### src/rtl/mem_port_arbiter.sv
// mem_port_arbiter
// Shares one OBI-style memory port between the instruction-fetch interface
// and the load/store unit. Data requests win by default. Instruction fetch
// wins once it has lost STARVE_LIMIT consecutive cycles. After a request has
// been offered to the memory it is held stable until it is granted. Granted
// transactions are recorded in an in-order owner FIFO, and each response is
// routed back to the side that issued it.
//
// Ports:
//   CLK, RST                 clock (rising edge), asynchronous active-high reset
//   instr_*                  fetch side: req/addr in; gnt/rvalid/err/rdata out
//   data_*                   load/store side: req/we/be/addr/wdata in;
//                            gnt/rvalid/err/rdata out
//   mem_*_o                  downstream request: req/we/be/addr/wdata
//   mem_gnt_i, mem_rvalid_i, downstream grant and response (valid, error, data)
//   mem_err_i, mem_rdata_i
//   outstanding_o            registered owner-FIFO occupancy
//   protocol_err_o           pulses when a response arrives with nothing outstanding
module mem_port_arbiter #(
    parameter int MAX_OUTSTANDING = 2,
    parameter int STARVE_LIMIT    = 4
) (
    input  logic                               CLK,
    input  logic                               RST,
    input  logic                               instr_req_i,
    output logic                               instr_gnt_o,
    output logic                               instr_rvalid_o,
    output logic                               instr_err_o,
    input  logic [31:0]                        instr_addr_i,
    output logic [31:0]                        instr_rdata_o,
    input  logic                               data_req_i,
    output logic                               data_gnt_o,
    output logic                               data_rvalid_o,
    output logic                               data_err_o,
    input  logic                               data_we_i,
    input  logic [3:0]                         data_be_i,
    input  logic [31:0]                        data_addr_i,
    input  logic [31:0]                        data_wdata_i,
    output logic [31:0]                        data_rdata_o,
    output logic                               mem_req_o,
    output logic                               mem_we_o,
    output logic [3:0]                         mem_be_o,
    output logic [31:0]                        mem_addr_o,
    output logic [31:0]                        mem_wdata_o,
    input  logic                               mem_gnt_i,
    input  logic                               mem_rvalid_i,
    input  logic                               mem_err_i,
    input  logic [31:0]                        mem_rdata_i,
    output logic [$clog2(MAX_OUTSTANDING):0]   outstanding_o,
    output logic                               protocol_err_o
);

    localparam int CNT_W = $clog2(MAX_OUTSTANDING) + 1;
    localparam int PTR_W = (MAX_OUTSTANDING > 1) ? $clog2(MAX_OUTSTANDING) : 1;
    localparam int STV_W = ($clog2(STARVE_LIMIT + 1) > 0) ? $clog2(STARVE_LIMIT + 1) : 1;

    localparam logic ST_ARB  = 1'b0;
    localparam logic ST_HOLD = 1'b1;

    localparam logic OWN_DATA  = 1'b0;
    localparam logic OWN_INSTR = 1'b1;

    localparam logic [CNT_W-1:0] FULL_CNT   = CNT_W'(MAX_OUTSTANDING);
    localparam logic [PTR_W-1:0] PTR_LAST   = PTR_W'(MAX_OUTSTANDING - 1);
    localparam logic [STV_W-1:0] STARVE_MAX = STV_W'(STARVE_LIMIT);

    logic             state_q, state_d;
    logic             holdOwner_q, holdOwner_d;
    logic [STV_W-1:0] starveCnt_q, starveCnt_d;
    logic [PTR_W-1:0] wrPtr_q, wrPtr_d;
    logic [PTR_W-1:0] rdPtr_q, rdPtr_d;
    logic [CNT_W-1:0] count_q, count_d;
    logic             ownerMem_q [MAX_OUTSTANDING];

    logic fifoFull;
    logic fifoEmpty;
    logic reqRaw;
    logic ownerSel;
    logic pushRaw;
    logic popRaw;
    logic headOwner;
    logic outEn;

    function automatic logic [PTR_W-1:0] ptrInc(input logic [PTR_W-1:0] p);
        return (p == PTR_LAST) ? '0 : p + 1'b1;
    endfunction

    assign fifoFull  = (count_q == FULL_CNT);
    assign fifoEmpty = (count_q == '0);
    assign headOwner = ownerMem_q[rdPtr_q];

    // Pick the request offered downstream this cycle. A held request is
    // replayed unchanged. A fresh request is only offered when the FIFO has
    // room, and that check uses the registered count only, so a response
    // popping in the same cycle never feeds combinationally into mem_req_o.
    always_comb begin
        reqRaw   = 1'b0;
        ownerSel = OWN_DATA;
        if (state_q == ST_HOLD) begin
            reqRaw   = 1'b1;
            ownerSel = holdOwner_q;
        end else if (!fifoFull && (instr_req_i || data_req_i)) begin
            reqRaw   = 1'b1;
            ownerSel = (instr_req_i && (!data_req_i || starveCnt_q == STARVE_MAX))
                       ? OWN_INSTR : OWN_DATA;
        end
    end

    assign pushRaw = reqRaw && mem_gnt_i;
    assign popRaw  = mem_rvalid_i && !fifoEmpty;

    // Every output is forced low while reset is asserted. Requesters may keep
    // their req high through reset, and the bus must still look idle.
    assign outEn = !RST;

    assign mem_req_o   = outEn && reqRaw;
    assign mem_we_o    = outEn && reqRaw && (ownerSel == OWN_DATA) && data_we_i;
    assign mem_be_o    = !(outEn && reqRaw)  ? 4'h0  :
                         (ownerSel == OWN_INSTR) ? 4'hF : data_be_i;
    assign mem_addr_o  = !(outEn && reqRaw)  ? 32'h0 :
                         (ownerSel == OWN_INSTR) ? instr_addr_i : data_addr_i;
    assign mem_wdata_o = (outEn && reqRaw && ownerSel == OWN_DATA) ? data_wdata_i : 32'h0;

    assign instr_gnt_o = outEn && pushRaw && (ownerSel == OWN_INSTR);
    assign data_gnt_o  = outEn && pushRaw && (ownerSel == OWN_DATA);

    assign instr_rvalid_o = outEn && popRaw && (headOwner == OWN_INSTR);
    assign data_rvalid_o  = outEn && popRaw && (headOwner == OWN_DATA);
    assign instr_err_o    = instr_rvalid_o && mem_err_i;
    assign data_err_o     = data_rvalid_o && mem_err_i;
    assign instr_rdata_o  = instr_rvalid_o ? mem_rdata_i : 32'h0;
    assign data_rdata_o   = data_rvalid_o  ? mem_rdata_i : 32'h0;

    assign protocol_err_o = outEn && mem_rvalid_i && fifoEmpty;
    assign outstanding_o  = count_q;

    // Next-state logic for the ARB/HOLD FSM, the starvation counter and the
    // owner FIFO. HOLD is only entered from ARB when the FIFO has room, so
    // the grant that leaves HOLD always has a free slot to push into.
    always_comb begin
        state_d     = state_q;
        holdOwner_d = holdOwner_q;
        case (state_q)
            ST_ARB: begin
                if (reqRaw && !mem_gnt_i) begin
                    state_d     = ST_HOLD;
                    holdOwner_d = ownerSel;
                end
            end
            default: begin
                if (mem_gnt_i) begin
                    state_d = ST_ARB;
                end
            end
        endcase

        starveCnt_d = '0;
        if (instr_req_i && !(pushRaw && ownerSel == OWN_INSTR)) begin
            starveCnt_d = (starveCnt_q == STARVE_MAX) ? STARVE_MAX : starveCnt_q + 1'b1;
        end

        wrPtr_d = pushRaw ? ptrInc(wrPtr_q) : wrPtr_q;
        rdPtr_d = popRaw  ? ptrInc(rdPtr_q) : rdPtr_q;
        case ({pushRaw, popRaw})
            2'b10:   count_d = count_q + 1'b1;
            2'b01:   count_d = count_q - 1'b1;
            default: count_d = count_q;
        endcase
    end

    // State registers. Reset drops all in-flight tracking, so any response
    // that arrives later is reported as unexpected.
    always_ff @(posedge CLK or posedge RST) begin
        if (RST) begin
            state_q     <= ST_ARB;
            holdOwner_q <= OWN_DATA;
            starveCnt_q <= '0;
            wrPtr_q     <= '0;
            rdPtr_q     <= '0;
            count_q     <= '0;
            for (int i = 0; i < MAX_OUTSTANDING; i++) begin
                ownerMem_q[i] <= OWN_DATA;
            end
        end else begin
            state_q     <= state_d;
            holdOwner_q <= holdOwner_d;
            starveCnt_q <= starveCnt_d;
            wrPtr_q     <= wrPtr_d;
            rdPtr_q     <= rdPtr_d;
            count_q     <= count_d;
            if (pushRaw) begin
                ownerMem_q[wrPtr_q] <= ownerSel;
            end
        end
    end

endmodule

### config.mk
export PLATFORM = sky130hd
export DESIGN_NAME = mem_port_arbiter
export DESIGN_NICKNAME = d
export VERILOG_FILES = /design/src/rtl/mem_port_arbiter.sv
export SDC_FILE = /design/constraint.sdc
export NUM_CORES = 1
export LEC_CHECK = 0
export ABC_AREA = 1
export CORE_AREA = 8 8 103 105
export DETAILED_ROUTE_END_ITERATION = 8
export DIE_AREA = 0 0 111 113
export GPL_TIMING_DRIVEN = 0
export HOLD_SLACK_MARGIN = 0.1
export PLACE_DENSITY = 0.77
export SYNTH_ARGS = -nofsm -noshare
export SYNTH_HDL_FRONTEND = slang
export SYNTH_SLANG_ARGS = --single-unit
### constraint.sdc
create_clock -name CLK -period 2.37 [get_ports CLK]
set_clock_uncertainty 0.15 [all_clocks]
set_input_delay 0.474 -clock CLK [delete_from_list [all_inputs] [get_ports CLK]]
set_output_delay 0.474 -clock CLK [all_outputs]
set_load 0.02 [all_outputs]
==> flow_summary.ini, run 1 <==
[synthesis]
synth_cell_types = 24
synth-seq-cells = 11
syn_area_mm2 = 0.002038
synthCells = 402
avgSynthCellArea_um2 = 5.070
yosys_warnings = 0
synth_seq_area_share_pct = 13.51
syn-num-nets = 545

[floorplanning]
die_x_um = 111
core_area_mm2 = 0.008977
die_h_um = 113
row_count = 35
start_util_pct = 22.70
dieArea_mm2 = 0.01254
io_pins = 283

[final_layout]
syn2layout_area_growth_pct = 172.7
n_fill_cell = 837
nets = 866
instances_no_fill = 833
diodes = 0
layout-drive-gt1-share_pct = 39.89

[placed_design]
dp.cells = 795
dp_hpwl_mm = 11.13
place_congestion = 0.9069
pre_cts_slack_ns = -0.9869
port_buffers = 282

[sta]
worst_slack_ns = -0.08692
fin_crit_ns = 2.457
finalHoldViolCount = 0
tightestPinTransition_ns = 0.4438
whs_ns = 0.3183
slew_violations = 0
post-route-period-util_pct = 103.7
setup_viol_count_final = 22
slew-limit-headroom_pct = 70.41
max_freq_mhz = 407.0
rsz0062_at_grt = yes

[setup_path]
crit_buf_inv = 5
path_cells = inv_2 > ha_4 > nand2_4 > nand2_4 > nand3_4 > nand2_4 > clkinv_8 > buf_12 > nand2_8 > buf_8 > nor2_2 > buf_6
cp.depth = 12
r2r_slack_ns = 0.36
r2r_end = outstanding_o[1]
slowest_delay_ns = 0.39
cp_slowest_cell = dfrtp_1
crit_end = mem_wdata_o[19]
crit_family = buffers and inverters
cp-startpoint = starveCnt_q[1]
critPathKind = reg2out
rr_startpoint = outstanding_o[1]
crit_path_frequent_cell = nand2_4
worstRegToRegCells = 10
cp-end-kind = output port
cp-start-kind = flip-flop
critPathMaxFanout = 6
arrival_ns = 1.83
crit_required_ns = 1.75

[power_and_ir_drop]
p_int_w = 0.001880
seqPwrFrac_pct = 8.7
p_switching_w = 0.001949
ir_drop_uv = 370.6
p_clk_share_pct = 5.0
combPwrFrac_pct = 86.3
total_power_w = 0.003829
power_density_mw_per_mm2 = 688.9
swShare_pct = 50.90
leakage_nw = 2.982

[global_route]
antenna_found_initial = 0
grt_overflow = 0
grt_pass1_vias = 4012
grtUsageTotal_pct = 20.95
grt_max_degree = 12
grt_pass1_wl_mm = 21.68

[clocking]
cts-root-buf = clkbuf_8
clkLatencyLatePin_ns = 0.24
path_clk_slew_ns = 0.05
cts.sinks = 11
cts_buffer_depth = 2
cts_tree = yes
cts_buffers = 3
htree_levels = 1

[detailed_routing]
wire_per_inst_um = 17.37
num_vias = 3652
first_pass_iters = 4
drt_iter0_drc = 160
avgViaCountPerCell = 4.384
drc = 0
wl_mm = 14.47
drt.antenna.violating_nets = 0

[run_status]
status = finished, violations left
violations = negative setup slack

[min_path]
hold_class = in2async

[job]
drv_cap = 0
==> power groups by stage <==
stage,clock (W),combinational [W],sequential (W)
2_1_floorplan,0,0.00137,0.000346
3_3_place_gp,0,0.00261,0.000333
3_5_place_dp,0,0.00265,0.000340
4_1_cts,0.000196,0.00314,0.000332
5_1_grt,0.000207,0.00354,0.000342
6_report,0.000193,0.00330,0.000332
==> flip-flops by register name (all words and copies together) (netlist names) <==
register,flops
starveCnt_q,3
outstanding_o,2
ownerMem_q,2
holdOwner_q,1
rdPtr_q,1
state_q,1
wrPtr_q,1
==> cell type report <==
type | instances | area, um^2 | area share [%]
Multi-Input combinational cell | 283 | 1707 | 30.71
Tap cell | 111 | 138.9 | 2.499
Clock buffer | 4 | 45.04 | 0.8104
Timing Repair Buffer | 316 | 2799 | 50.36
Sequential cell | 11 | 277.8 | 4.998
Inverter | 87 | 345.3 | 6.213
Buffer | 21 | 245.2 | 4.412
==> Yosys cell counts <==
| library cell | n | area share [%] |
|---|---|---|
| nor2_1 | 170 | 31 |
| inv_1 | 79 | 15 |
| nand2_1 | 46 | 8.5 |
| nand3b_1 | 32 | 12 |
| dfrtp_1 | 11 | 14 |
| inv_2 | 8 | 1.5 |
| buf_6 | 7 | 3.9 |
| buf_2 | 6 | 1.5 |
| o21ai_1 | 6 | 1.5 |
| clkbuf_1 | 5 | 0.92 |
| a21oi_1 | 4 | 0.98 |
| nand2_2 | 4 | 1.2 |
| o21ai_0 | 4 | 0.98 |
| buf_4 | 3 | 1.1 |
| ha_1 | 3 | 1.8 |
| nand3_1 | 3 | 0.74 |
| nor2_2 | 2 | 0.61 |
| xnor2_1 | 2 | 0.86 |
| xor2_1 | 2 | 0.86 |
| a21oi_2 | 1 | 0.43 |
| buf_1 | 1 | 0.18 |
| nand3_2 | 1 | 0.49 |
| nor2_4 | 1 | 0.55 |
| nor4_1 | 1 | 0.31 |
==> per-layer routing <==
layer  share of wire (%)  global-route usage [%]
met4                 1.5                   3.694
met5                   0                       0
met2                  55                   42.13
met3                 6.9                   5.556
met1                  36                   20.95
==> cells in the final DEF, fill, tap and decap left out, types with 3 or more instances in the layout <==
master,Yosys,final
a21oi_1,4,3
buf_12,0,3
buf_2,6,64
buf_4,3,52
buf_6,7,54
buf_8,0,10
clkbuf_1,5,4
clkbuf_2,0,3
clkbuf_8,0,3
clkdlybuf4s15_1,0,3
clkdlybuf4s50_1,0,137
dfrtp_1,11,9
dlygate4sd2_1,0,5
inv_1,79,74
inv_2,8,10
nand2_1,46,41
nand2_4,0,6
nand3_1,3,3
nand3b_1,32,32
nor2_1,170,111
nor2_2,2,34
nor2_4,1,28
o21ai_0,4,4
o21ai_2,0,3
==> through the flow <==
step,area [um^2],utilization (%),setup TNS (ns)
after floorplan,2038,-,0
after global placement,5000,55.69,-116.53
after detailed placement,5000,55.69,-120.67
after CTS,5550,61.83,-1.260
after global routing,5558,61.91,-5.523
final,5558,61.91,-0.9102
==> cell families (layout without fill, tap and decap cells) <==
family / Yosys count / count (layout) / synth area share, %
flops: 11 / 11 / 13.51
xor+xnor: 4 / 4 / 1.719
buf+inv: 109 / 428 / 23.57
fa+ha+maj: 3 / 3 / 1.842
compound gates: 15 / 15 / 3.868
simple gates: 260 / 261 / 55.49
==> worst min-delay path, delay by kind of cell <==
kind	cells	cell delay, ns
buffers and inverters	3	0.59
==> what timing repair did <==
action,CTS,global route
gates resized for setup,706,138
endpoints found under the setup margin,141,125
cloned,7,1
pin swaps,15,15
buffers inserted,25,2
hold buffers,0,0
==> worst min path at each step <==
stage | start | cells past startpoint | to
6_report | RST | 3 | outstanding_o[0]
5_1_grt | RST | 3 | ownerMem_q[1]
4_1_cts | RST | 3 | starveCnt_q[2]
3_5_place_dp | holdOwner_q | 2 | holdOwner_q
3_3_place_gp | holdOwner_q | 2 | holdOwner_q
2_1_floorplan | RST | 1 | holdOwner_q
(Power assumes the default switching activity.)
==> run 2: changes to the inputs <==
ABC_CLOCK_PERIOD_IN_PS = 2370   (was unset)
==> results of run 2 <==
Final layout, timing and power as in run 1 (identical DEF).
==> run 3: changes to the inputs <==
PLACE_DENSITY = 0.76   (was 0.77)
==> run 3 against run 2 <==
Compared with the run above: the run still ends with negative setup slack left; setup slack improved by 0.016 ns; worst hold slack got worse by 0.13 ns; sequential power rose by 4%; clock power fell by 2%; clock-buffer cell count did not move; core utilization fell by 5.0 points; fmax rose by 0.67%; highest routed layer unchanged.
==> flow_summary.ini, run 3 (synthesis results as in run 1) <==
[floorplanning]
dieArea_mm2 = 0.01254
start_util_pct = 22.70
die_h_um = 113
row_count = 35
die_x_um = 111
io_pins = 283
core_area_mm2 = 0.008977

[final_layout]
layout-drive-gt1-share_pct = 32.40
instances_no_fill = 827
fin_util_pct = 56.95
diodes = 0
layout_commonest_cell = nor2_1
syn2layout_area_growth_pct = 150.8
layout_common_cells = 152 x nor2_1, 137 x clkdlybuf4s50_1, 83 x buf_4
nets = 860
largest_reg_flops = 3
regMostFlops = starveCnt_q
stdcell_area_mm2 = 0.005112

[detailed_routing]
wire_per_inst_um = 16.04
drt_iter0_drc = 153
num_vias = 3509
first_pass_iters = 4
avgViaCountPerCell = 4.243
drt.antenna.violating_nets = 0
wl_mm = 13.26
drc = 0

[sta]
slew-limit-headroom_pct = 71.77
post-route-period-util_pct = 103.0
rsz0062_at_grt = yes
worst_slack_ns = -0.07060
fin_crit_ns = 2.441
finalHoldViolCount = 0
tightestPinTransition_ns = 0.4235
whs_ns = 0.1840
setup_viol_count_final = 40
slew_violations = 0
max_freq_mhz = 409.7

[power_and_ir_drop]
combPwrFrac_pct = 84.2
p_switching_w = 0.001723
ir_drop_uv = 370.7
power_density_mw_per_mm2 = 662.4
p_clk_share_pct = 5.6
swShare_pct = 50.89
p_int_w = 0.001663
leakage_nw = 2.876
seqPwrFrac_pct = 10.2

[run_status]
violations = negative setup slack
status = finished, violations left

[setup_path]
arrival_ns = 1.82
crit_required_ns = 1.75
worstRegToRegCells = 10
rr_startpoint = outstanding_o[0]
critPathKind = reg2out
r2r_end = outstanding_o[1]
cp-end-kind = output port
critPathMaxFanout = 10
cp-start-kind = flip-flop
r2r_slack_ns = 0.47

[placed_design]
dpl_cell_area_mm2 = 0.005000
dp_hpwl_mm = 10.95
dp.cells = 795
pre_cts_slack_ns = -0.9909
place_congestion = 0.9010
port_buffers = 282

[clocking]
cts_buffer_depth = 2
cts_tree = yes
htree_levels = 1
cts.sinks = 11
clkLatencyLatePin_ns = 0.24
path_clk_slew_ns = 0.05
cts-root-buf = clkbuf_8
cts_buffers = 3

[min_path]
hold_class = in2async

[global_route]
grtUsageTotal_pct = 19.47
grt_overflow = 0
antenna_found_initial = 0
grt_max_degree = 12
grt_pass1_wl_mm = 20.05
grt_pass1_vias = 3685

[job]
drv_cap = 0
-- run 3: per-stage QoR --
stage                     TNS [ns]  total power, W
after floorplan                  0        0.001719
after global placement     -114.28        0.002927
after detailed placement   -119.05        0.002970
after CTS                   -1.423        0.003379
after global routing        -7.658        0.003641
final                       -1.241        0.003386
-- run 3: worst max-delay path by stage --
| stage | startpoint | to | slack, ns | cells past startpoint |
|---|---|---|---|---|
| 2_1_floorplan | RST | data_err_o | 0.04 | 6 |
| 3_3_place_gp | RST | data_rdata_o[18] | -0.94 | 8 |
| 3_5_place_dp | RST | data_rdata_o[18] | -0.99 | 8 |
| 4_1_cts | starveCnt_q[1] | mem_addr_o[24] | -0.09 | 11 |
| 5_1_grt | starveCnt_q[1] | mem_addr_o[8] | -0.19 | 11 |
| 6_report | starveCnt_q[1] | mem_addr_o[15] | -0.07 | 11 |
-- run 3: timing repair --
item                                    4_1_cts  5_1_grt
hold buffers                                  0        0
pin swaps                                    17        7
buffers inserted                             18        2
cloned                                        8        0
resized for setup                           633       74
endpoints found under the setup margin      141      135
-- run 3: worst max-delay path, cell delays in order (launching register included) --
cell      delay [ns]
dfrtp_1         0.38
inv_1           0.08
ha_2            0.18
nand2_2         0.06
nand2_2         0.07
nand3_4         0.11
buf_6           0.15
clkbuf_8        0.15
nand3b_1        0.08
nand2_1         0.06
nor2_1          0.10
buf_4           0.15
-- run 3: area by class of cell --
class | count | area, um^2
buffer | 22 | 230.2
clock buffer | 4 | 45.04
fill | 905 | 3865
inverter | 87 | 337.8
multi-input combinational | 283 | 1423
sequential | 11 | 277.8
tap | 111 | 138.9
timing repair buffer | 309 | 2660
-- run 3: layer usage --
metal | wire, um | global-route usage, %
met1 | 4733 | 19.09
met2 | 7344 | 39.59
met3 | 1095 | 5.926
met4 | 89 | 2.252
met5 | 0 | 0
-- run 3: power by group through the flow --
stage               clock network (W)  logic, W  registers, W
floorplan                           0   0.00137      0.000346
global placement                    0   0.00259      0.000332
detailed placement                  0   0.00263      0.000340
CTS                          0.000193   0.00285      0.000334
global route                 0.000204   0.00308      0.000357
finish                       0.000189   0.00285      0.000345
